$ cat src/rtl/mem_access_unit_if.sv
// Memory bus between the load/store unit and the data memory port.
// The unit owns the request side (master); the memory owns the
// handshake acknowledgements and read data (slave).
interface mem_access_unit_if #(
    parameter int DW = 32,
    parameter int AW = 32
);
    logic            mem_req;
    logic            mem_wr;
    logic [1:0]      mem_size;
    logic [AW-1:0]   mem_addr;
    logic [DW/8-1:0] mem_wstrb;
    logic [DW-1:0]   mem_wdata;
    logic            mem_addr_ok;
    logic            mem_data_ok;
    logic [DW-1:0]   mem_rdata;

    modport master (
        output mem_req,
        output mem_wr,
        output mem_size,
        output mem_addr,
        output mem_wstrb,
        output mem_wdata,
        input  mem_addr_ok,
        input  mem_data_ok,
        input  mem_rdata
    );

    modport slave (
        input  mem_req,
        input  mem_wr,
        input  mem_size,
        input  mem_addr,
        input  mem_wstrb,
        input  mem_wdata,
        output mem_addr_ok,
        output mem_data_ok,
        output mem_rdata
    );
endinterface

$ cat src/rtl/mem_access_unit.sv
// M-stage memory access unit: checks alignment, runs one split
// address/data bus transaction at a time, aligns and extends load data,
// and holds the pipeline until the response is ready to be consumed.
module mem_access_unit #(
    parameter int DW = 32,
    parameter int AW = 32
) (
    input  logic              clk,
    input  logic              rst,
    input  logic              req_valid,
    input  logic              req_write,
    input  logic [1:0]        req_size,
    input  logic              req_signext,
    input  logic [AW-1:0]     req_addr,
    input  logic [DW-1:0]     req_wdata,
    input  logic              pipe_ready,
    input  logic              flush,
    output logic              stall,
    output logic              rsp_valid,
    output logic [DW-1:0]     rsp_rdata,
    output logic              adel,
    output logic              ades,
    mem_access_unit_if.master bus
);
    localparam int SW   = DW / 8;
    localparam int OFFW = $clog2(SW);

    typedef enum logic [2:0] {
        IDLE,
        ADDR,
        DATA,
        DONE,
        DRAIN
    } state_t;

    // Byte-lane strobe for an access of 2^size bytes starting at lane off.
    function automatic logic [SW-1:0] lane_strobe(input logic [1:0] size,
                                                  input logic [OFFW-1:0] off);
        logic [SW-1:0] base;
        case (size)
            2'd0:    base = SW'(1);
            2'd1:    base = SW'(3);
            2'd2:    base = SW'(15);
            default: base = '1;
        endcase
        return base << off;
    endfunction

    // Truncate right-justified load data to the access size, then sign- or
    // zero-extend it back to the full data width.
    function automatic logic [DW-1:0] load_extend(input logic [DW-1:0] raw,
                                                  input logic [1:0]    size,
                                                  input logic          sext);
        logic signed [DW-1:0] ext;
        ext = '0;
        case (size)
            2'd0: begin
                if (sext) ext = DW'($signed(raw[7:0]));
                else      ext = DW'(raw[7:0]);
            end
            2'd1: begin
                if (sext) ext = DW'($signed(raw[15:0]));
                else      ext = DW'(raw[15:0]);
            end
            2'd2: begin
                if (sext) ext = DW'($signed(raw[31:0]));
                else      ext = DW'(raw[31:0]);
            end
            default: ext = raw;
        endcase
        return ext;
    endfunction

    state_t          state_q, state_d;
    logic            wr_q, wr_d;
    logic [1:0]      size_q, size_d;
    logic            sext_q, sext_d;
    logic [AW-1:0]   addr_q, addr_d;
    logic [DW-1:0]   wdata_q, wdata_d;
    logic [DW-1:0]   rsp_rdata_q, rsp_rdata_d;
    logic            rsp_valid_q, rsp_valid_d;

    logic [OFFW-1:0] req_off;
    logic [OFFW-1:0] lat_off;
    logic            misaligned;
    logic            illegal;
    logic            accept;
    logic            in_addr;

    assign req_off = req_addr[OFFW-1:0];
    assign lat_off = addr_q[OFFW-1:0];
    assign in_addr = (state_q == ADDR);

    // Alignment and size legality of the incoming pipeline request.
    always_comb begin
        misaligned = 1'b0;
        case (req_size)
            2'd0:    misaligned = 1'b0;
            2'd1:    misaligned = req_off[0];
            2'd2:    misaligned = |req_off[1:0];
            default: misaligned = |req_off;
        endcase
        illegal = (req_size == 2'd3) && (DW == 32);
    end

    // Next-state, field latching and load-data capture.
    always_comb begin
        state_d     = state_q;
        wr_d        = wr_q;
        size_d      = size_q;
        sext_d      = sext_q;
        addr_d      = addr_q;
        wdata_d     = wdata_q;
        rsp_rdata_d = rsp_rdata_q;
        accept      = 1'b0;

        unique case (state_q)
            IDLE: begin
                if (req_valid && !flush && !misaligned && !illegal) begin
                    accept  = 1'b1;
                    wr_d    = req_write;
                    size_d  = req_size;
                    sext_d  = req_signext;
                    addr_d  = req_addr;
                    wdata_d = req_wdata;
                    state_d = ADDR;
                end
            end
            ADDR: begin
                // An addr_ok together with flush means the memory already took
                // the request, so its data phase still has to be drained.
                // A data_ok in this state is never the answer to this request.
                if (flush)                state_d = bus.mem_addr_ok ? DRAIN : IDLE;
                else if (bus.mem_addr_ok) state_d = DATA;
            end
            DATA: begin
                if (bus.mem_data_ok) begin
                    if (flush) begin
                        state_d = IDLE;
                    end else begin
                        rsp_rdata_d = wr_q ? '0
                                           : load_extend(bus.mem_rdata >> {lat_off, 3'b000},
                                                         size_q, sext_q);
                        state_d     = DONE;
                    end
                end else if (flush) begin
                    state_d = DRAIN;
                end
            end
            DONE: begin
                if (flush || pipe_ready) state_d = IDLE;
            end
            DRAIN: begin
                if (bus.mem_data_ok) state_d = IDLE;
            end
            default: state_d = IDLE;
        endcase

        rsp_valid_d = (state_d == DONE);
    end

    // State and datapath registers; reset abandons any transaction in flight.
    always_ff @(posedge clk or posedge rst) begin
        if (rst) begin
            state_q     <= IDLE;
            wr_q        <= 1'b0;
            size_q      <= 2'd0;
            sext_q      <= 1'b0;
            addr_q      <= '0;
            wdata_q     <= '0;
            rsp_rdata_q <= '0;
            rsp_valid_q <= 1'b0;
        end else begin
            state_q     <= state_d;
            wr_q        <= wr_d;
            size_q      <= size_d;
            sext_q      <= sext_d;
            addr_q      <= addr_d;
            wdata_q     <= wdata_d;
            rsp_rdata_q <= rsp_rdata_d;
            rsp_valid_q <= rsp_valid_d;
        end
    end

    // Pipeline-side status; the accept/error terms are combinational so the
    // M stage sees them in the same cycle the request is presented.
    always_comb begin
        stall = !rst && (accept || (state_q == ADDR) || (state_q == DATA) ||
                         (state_q == DRAIN));
        adel  = !rst && (state_q == IDLE) && req_valid && !flush &&
                (misaligned || illegal) && !req_write;
        ades  = !rst && (state_q == IDLE) && req_valid && !flush &&
                (misaligned || illegal) && req_write;
    end

    assign rsp_valid = rsp_valid_q;
    assign rsp_rdata = rsp_rdata_q;

    // Bus request is presented only while in ADDR and is zero everywhere else.
    always_comb begin
        bus.mem_req   = in_addr;
        bus.mem_wr    = in_addr && wr_q;
        bus.mem_size  = in_addr ? size_q : 2'd0;
        bus.mem_addr  = in_addr ? addr_q : '0;
        bus.mem_wstrb = (in_addr && wr_q) ? lane_strobe(size_q, lat_off) : '0;
        bus.mem_wdata = in_addr ? (wdata_q << {lat_off, 3'b000}) : '0;
    end
endmodule

$ cat src/flat_wrapper.sv
// flat-port wrapper written by rule: the top's interface ports become plain ports
module mem_access_unit_flat 
#(
    parameter int DW = 32,
    parameter int AW = 32
)
  (clk, rst, req_valid, req_write, req_size, req_signext, req_addr, req_wdata, pipe_ready, flush, stall, rsp_valid, rsp_rdata, adel, ades, bus_mem_req, bus_mem_wr, bus_mem_size, bus_mem_addr, bus_mem_wstrb, bus_mem_wdata, bus_mem_addr_ok, bus_mem_data_ok, bus_mem_rdata);
  mem_access_unit_if #(.DW(DW), .AW(AW)) bus_i ();
  input  logic clk;
  input  logic rst;
  input  logic req_valid;
  input  logic req_write;
  input  logic [1:0] req_size;
  input  logic req_signext;
  input  logic [AW-1:0] req_addr;
  input  logic [DW-1:0] req_wdata;
  input  logic pipe_ready;
  input  logic flush;
  output logic stall;
  output logic rsp_valid;
  output logic [DW-1:0] rsp_rdata;
  output logic adel;
  output logic ades;
  output wire logic [$bits(bus_i.mem_req)-1:0] bus_mem_req;
  output wire logic [$bits(bus_i.mem_wr)-1:0] bus_mem_wr;
  output wire logic [$bits(bus_i.mem_size)-1:0] bus_mem_size;
  output wire logic [$bits(bus_i.mem_addr)-1:0] bus_mem_addr;
  output wire logic [$bits(bus_i.mem_wstrb)-1:0] bus_mem_wstrb;
  output wire logic [$bits(bus_i.mem_wdata)-1:0] bus_mem_wdata;
  input wire logic [$bits(bus_i.mem_addr_ok)-1:0] bus_mem_addr_ok;
  input wire logic [$bits(bus_i.mem_data_ok)-1:0] bus_mem_data_ok;
  input wire logic [$bits(bus_i.mem_rdata)-1:0] bus_mem_rdata;
  assign bus_mem_req = bus_i.mem_req;
  assign bus_mem_wr = bus_i.mem_wr;
  assign bus_mem_size = bus_i.mem_size;
  assign bus_mem_addr = bus_i.mem_addr;
  assign bus_mem_wstrb = bus_i.mem_wstrb;
  assign bus_mem_wdata = bus_i.mem_wdata;
  assign bus_i.mem_addr_ok = bus_mem_addr_ok;
  assign bus_i.mem_data_ok = bus_mem_data_ok;
  assign bus_i.mem_rdata = bus_mem_rdata;
  mem_access_unit #(.DW(DW), .AW(AW)) u_core (.clk(clk), .rst(rst), .req_valid(req_valid), .req_write(req_write), .req_size(req_size), .req_signext(req_signext), .req_addr(req_addr), .req_wdata(req_wdata), .pipe_ready(pipe_ready), .flush(flush), .stall(stall), .rsp_valid(rsp_valid), .rsp_rdata(rsp_rdata), .adel(adel), .ades(ades), .bus(bus_i));
endmodule
$ cat config.mk
export PLATFORM = sky130hd
export DESIGN_NAME = mem_access_unit_flat
export DESIGN_NICKNAME = d
export VERILOG_FILES = /design/src/rtl/mem_access_unit_if.sv /design/src/rtl/mem_access_unit.sv /design/src/flat_wrapper.sv
export SDC_FILE = /design/constraint.sdc
export NUM_CORES = 1
export LEC_CHECK = 0
export CORE_MARGIN = 1
export CORE_UTILIZATION = 30
export CTS_BUF_LIST = sky130_fd_sc_hd__clkbuf_16
export DETAILED_ROUTE_END_ITERATION = 8
export MAX_ROUTING_LAYER = met4
export PLACE_DENSITY = 0.66
export SETUP_SLACK_MARGIN = 0.05
export SLEW_MARGIN = 30
export SYNTH_ARGS = -nofsm -noshare
export SYNTH_HDL_FRONTEND = slang
export SYNTH_SLANG_ARGS = --single-unit
$ cat constraint.sdc
create_clock -name clk -period 3.1 [get_ports clk]
set_input_delay 0.465 -clock clk [delete_from_list [all_inputs] [get_ports clk]]
set_output_delay 0.465 -clock clk [all_outputs]
set_load 0.01 [all_outputs]
Word level (Yosys, flattened, before mapping)

Index checks and enable logic that the tools add are counted.
Widths: inputs -> output; s select.

Register bits: 104
Input port bits: 107
Output and inout port bits: 108

Equal/unequal tests: 8
Shift-type cells: 3
Multiplexer cells: 22
Bitwise gates (word level): 1
Reductions and logical operators: 27

Operator list:

| cell               | number |
|---|---|
| $mux 32            | 5 |
| $pmux 32 s2        | 1 |
| $shl 32x5->32      | 1 |
| $shr 32x5->32      | 1 |
| $mux 3             | 8 |
| $pmux 3 s5         | 1 |
| $logic_and 1x1->1  | 11 |
| $eq 3x2->1 const B | 3 |
| $pmux 4 s2         | 1 |
| $logic_not 1->1    | 5 |
| $logic_or 1x1->1   | 5 |
| $eq 2x1->1 const B | 2 |
| $logic_not 2->1    | 2 |
| $mux 2             | 2 |
| $mux 4             | 1 |
| $shl 4x2->4        | 1 |
| $eq 3x1->1 const B | 1 |
| $eq 3x3->1 const B | 1 |
| $logic_not 3->1    | 1 |
| $reduce_and 3->1   | 1 |
| $eq 2x2->1 const B | 1 |
| $mux 1             | 2 |
| $pmux 1 s2         | 1 |
| $reduce_and 2->1   | 1 |
| 2 further kinds    | 2 |

Logic depth before layout (Yosys ltp)

Gate-level depths: netlist of the first run.

Depth after elaboration: 11
Mapped depth: 7

Worst setup path after synthesis of the first run

OpenSTA, ideal clock, no wires.

Kind: register -> output
From: register u_core.addr_q[0]
To: output port bus_mem_wstrb[1]
Arrival: 1.763 ns
Required time: 2.635 ns
Path slack: 0.872 ns
Cell stages (with the launch flop): 7
Path through: dfrtp_1 > clkbuf_1 > buf_2 > buf_2 > buf_2 > nor2_1 > nor3_1

Longest elaborated chain between the ends: 2

Ends and longest elaborated chain:

| element                | line                   | text |
|---|---|---|
| from (decl)            | mem_access_unit.sv:78  | `logic [AW-1:0] addr_q, addr_d;` |
| from (signal assigned) | mem_access_unit.sv:178 | `addr_q <= addr_d;` |
| $shl 4x2->4            | mem_access_unit.sv:46  | `return base << off;` |
| $mux 4                 | mem_access_unit.sv:205 | `bus.mem_wstrb = (in_addr && wr_q) ? lane_strobe(size_q, lat_off) : '0;` |
| to (decl)              | flat_wrapper.sv:28     | `output wire logic [$bits(bus_i.mem_wstrb)-1:0] bus_mem_wstrb;` |

Every way passes these cells.

Worst setup path after layout of the first run

From: register u_core.addr_q[0]
To: output port bus_mem_wdata[30]

Longest elaborated chain between the ends: 2

Ends and longest elaborated chain:

| element       | line                   | text |
|---|---|---|
| $shl 32x5->32 | mem_access_unit.sv:206 | `bus.mem_wdata = in_addr ? (wdata_q << {lat_off, 3'b000}) : '0;` |
| $mux 32       | mem_access_unit.sv:206 |  |
| to (decl)     | flat_wrapper.sv:29     | `output wire logic [$bits(bus_i.mem_wdata)-1:0] bus_mem_wdata;` |

Every way passes these cells.

==> metrics.cfg, run 1 <==
[floorplan]
die_x_um=137
core_um2=17500
dieArea_um2=18700
rows=48
start_util=0.311
die_h_um=137
boundaryPins=215

[grt]
grt_overflow=0
grt.total_usage=0.188
grt_max_degree=71
grt_pass1_wl_um=25900
grt_antenna_before_repair=0
grt_pass1_vias=4775

[sta]
rsz0062_at_grt=true
worstMarginPinSlew_ns=0.926
hold_viol=0
skew_ns=0.00822
finalSetupTns_ns=0
min_period_ns=2.90
setup_viol=0
fmax_ghz=0.345
worst_slew_margin_rel=0.383
slew_violations=0
period_share=0.934

[routing]
wirelength_um=16900
vias=4712
dr.first_iter.drc_count=197
ant_nets=0
avgRoutedWirePerCell_um=18.2
vias_per_cell=5.09
firstDrtPassIters=4
drc=0

[job]
max_cap_viol_count=0

[clock_network]
clkSinkCount=104
h-tree-depth=3
cts_inserted_buffers=9
cts_tree=built
path_clk_slew_ns=0.07
root_buffer=clkbuf_16
clk-insertion-delay-late_ns=0.35
clock_path_buffers=2

[yosys]
yosysSeqAreaShare=0.479
synth.distinct_cells=40
synth-compound-area-share=0.118
synthCells=499
synth-xor-area-share=0.00322
syn-num-nets=606
yosys.area_share.simple=0.139
synth_top_family_by_area=multiplexers
synth_area_per_cell_um2=10.9
synth_area_um2=5440
muxShareOfSynthArea=0.220
synth_fa_ha_area_frac=0
ys_ff_latch=104
synth_warnings=0

[placed_design]
numPortBuffers=214
hpwl_um=12400
gp_congestion=0.847
dp_cells=911

[worst_setup_path]
r2r_setup_slack_ns=0.77
crit_cells=4
crit_type=flip-flop to output pin
crit_path_end=bus_mem_wdata[30]
reg2reg_to=u_core.wdata_q[14]
critPathBufInv=2
rr_startpoint=u_core.state_q[1]
crit_fanout=29
crit_path_top_delay_cell=dfrtp_2
cp_cell_sequence=buf_4, a211oi_1, a211oi_1, clkdlybuf4s50_1
required_ns=2.63
crit_start=u_core.addr_q[0]
max_stage_delay_ns=0.66
crit_top_cell=a211oi_1
critPathTopFamily=buffers and inverters
cp.arrival_ns=2.43
worstSetupStartpointType=flip-flop
crit_path_end_kind=output pin
r2r.worst_path.cells=5

[finish]
n_antenna_cell=0
fillers=1567
area_growth_pct=49.4
instances_no_fill=926
finalNetCount=804
drive_gt1_frac=0.173

[pwr]
p_leak_uw=0.00342
power_density_nw_per_um2=635
peakVddDrop_mv=0.335

[run_status]
status=finished, final reports clean

[worst_hold_path]
worstHoldPathType=flip-flop to flip-flop

## cell type report
class | instances | area (um^2) | share of cell area
Multi-Input combinational cell | 346 | 2640 | 0.325
Sequential cell | 104 | 2610 | 0.321
Timing Repair Buffer | 229 | 2280 | 0.281
Tap cell | 225 | 282 | 0.0347
Clock buffer | 9 | 225 | 0.0277
Clock inverter | 6 | 61.3 | 0.00755
Inverter | 7 | 30.0 | 0.00370
## flip-flops by register name (all words and copies together) (netlist names)
register	count
u_core.sext_q	1
u_core.wr_q	1
u_core.addr_q	32
u_core.rsp_rdata	32
u_core.size_q	2
u_core.state_q	3
u_core.rsp_valid	1
u_core.wdata_q	32
## stage by stage
stage	cell area [um^2]	util	power, uW	hold WS, ns	setup slack [ns]
finish	8120	0.465	5160	0.484	0.203
global route	8120	0.465	5480	0.511	0.0474
CTS	8120	0.465	5200	0.486	0.0886
detailed placement	7830	0.448	4050	0.470	0.368
global placement	7830	0.448	4010	0.473	0.351
floorplan	5440	-	3190	0.471	0.872
## power by group
part | total, uW | switching, uW | internal, uW
combinational | 1920 | 840 | 1080
sequential | 2100 | 339 | 1760
clock | 1130 | 514 | 619
## cell usage in the layout, fill, tap and decap left out, types with 13 or more instances in the layout
| master | netlist | routed |
|---|---|---|
| clkdlybuf4s50_1 | 0 | 214 |
| dfrtp_1 | 104 | 102 |
| mux2_2 | 76 | 76 |
| nor2_1 | 41 | 39 |
| and3_1 | 33 | 33 |
| mux2i_1 | 32 | 32 |
| o21ai_0 | 28 | 28 |
| a21oi_1 | 26 | 26 |
| nand2_1 | 19 | 19 |
| a211oi_1 | 18 | 18 |
| a221o_1 | 16 | 16 |
| buf_4 | 0 | 13 |
## cell families after synthesis
family	count (synthesis)
and+or+nand+nor	140
muxes	109
AOI/OAI and AO/OA	95
buffers and inverters	49
xor gates and xnor gates	2
DFF	104
## worst reg2reg max path: stages (launching register included)
cell and delay [ns]:
dfrtp_1 0.52, nor2_2 0.12, buf_4 0.23, o2111ai_4 0.12, buf_4 0.71, mux2_2 0.51
## worst min path at each step
stage / from / to / slack [ns] / depth (start not counted)
floorplan: u_core.addr_q[10] / u_core.addr_q[10] / 0.47 / 1
finish: u_core.rsp_rdata[14] / u_core.rsp_rdata[14] / 0.48 / 2
detailed placement: u_core.rsp_rdata[14] / u_core.rsp_rdata[14] / 0.47 / 2
global route: u_core.rsp_rdata[14] / u_core.rsp_rdata[14] / 0.51 / 2
CTS: u_core.rsp_rdata[14] / u_core.rsp_rdata[14] / 0.49 / 2
global placement: u_core.rsp_rdata[15] / u_core.rsp_rdata[15] / 0.47 / 2
## metal layers
layer | vias to the layer above | share of wire | global-route usage
met3 | 22 | 0.063 | 0.0319
li1 | 2192 | - | -
met2 | 178 | 0.48 | 0.296
met4 | 0 | 0.020 | 0.0685
met1 | 2320 | 0.44 | 0.244
met5 | - | 0 | -
## cell usage after synthesis (all sizes together)
master / count / area [um^2]
nor2b: 11 / 68.8
nand2: 20 / 77.6
a32oi: 1 / 8.76
o31ai: 1 / 7.51
a2bb2oi: 1 / 8.76
buf: 12 / 78.8
clkbuf: 30 / 113
or4b: 1 / 13.8
a21oi: 26 / 130
and2: 9 / 56.3
inv: 7 / 26.3
a22oi: 1 / 7.51
a211oi: 18 / 135
mux4: 1 / 22.5
a22o: 1 / 8.76
mux2i: 32 / 320
mux2: 76 / 856
xnor2: 1 / 8.76
and3: 33 / 206
dfrtp: 104 / 2600
xor2: 1 / 8.76
or2: 2 / 12.5
o2111ai: 1 / 8.76
nor4bb: 1 / 10.0
a2111oi: 1 / 27.5
or4: 1 / 7.51
nor2: 42 / 160
nand4: 1 / 6.26
nand3b: 9 / 67.6
nor3: 6 / 35.0
a221o: 16 / 160
nand4b: 2 / 17.5
nor3b: 1 / 12.5
o21ai: 28 / 140
nand3: 1 / 5.00
## repair_timing
| action | CTS | global route |
|---|---|---|
| setup endpoints to repair | 0 | 6 |
| buffers inserted | 0 | 0 |
| gates resized for setup | 0 | 1 |
| hold buffers | 0 | 0 |
Power figures use the tool's default switching activity.
==> run 2: changes to the inputs <==
Settings changed: TNS_END_PERCENT set to 20.
==> results of run 2 <==
Final layout, timing and power as in run 1 (identical DEF).
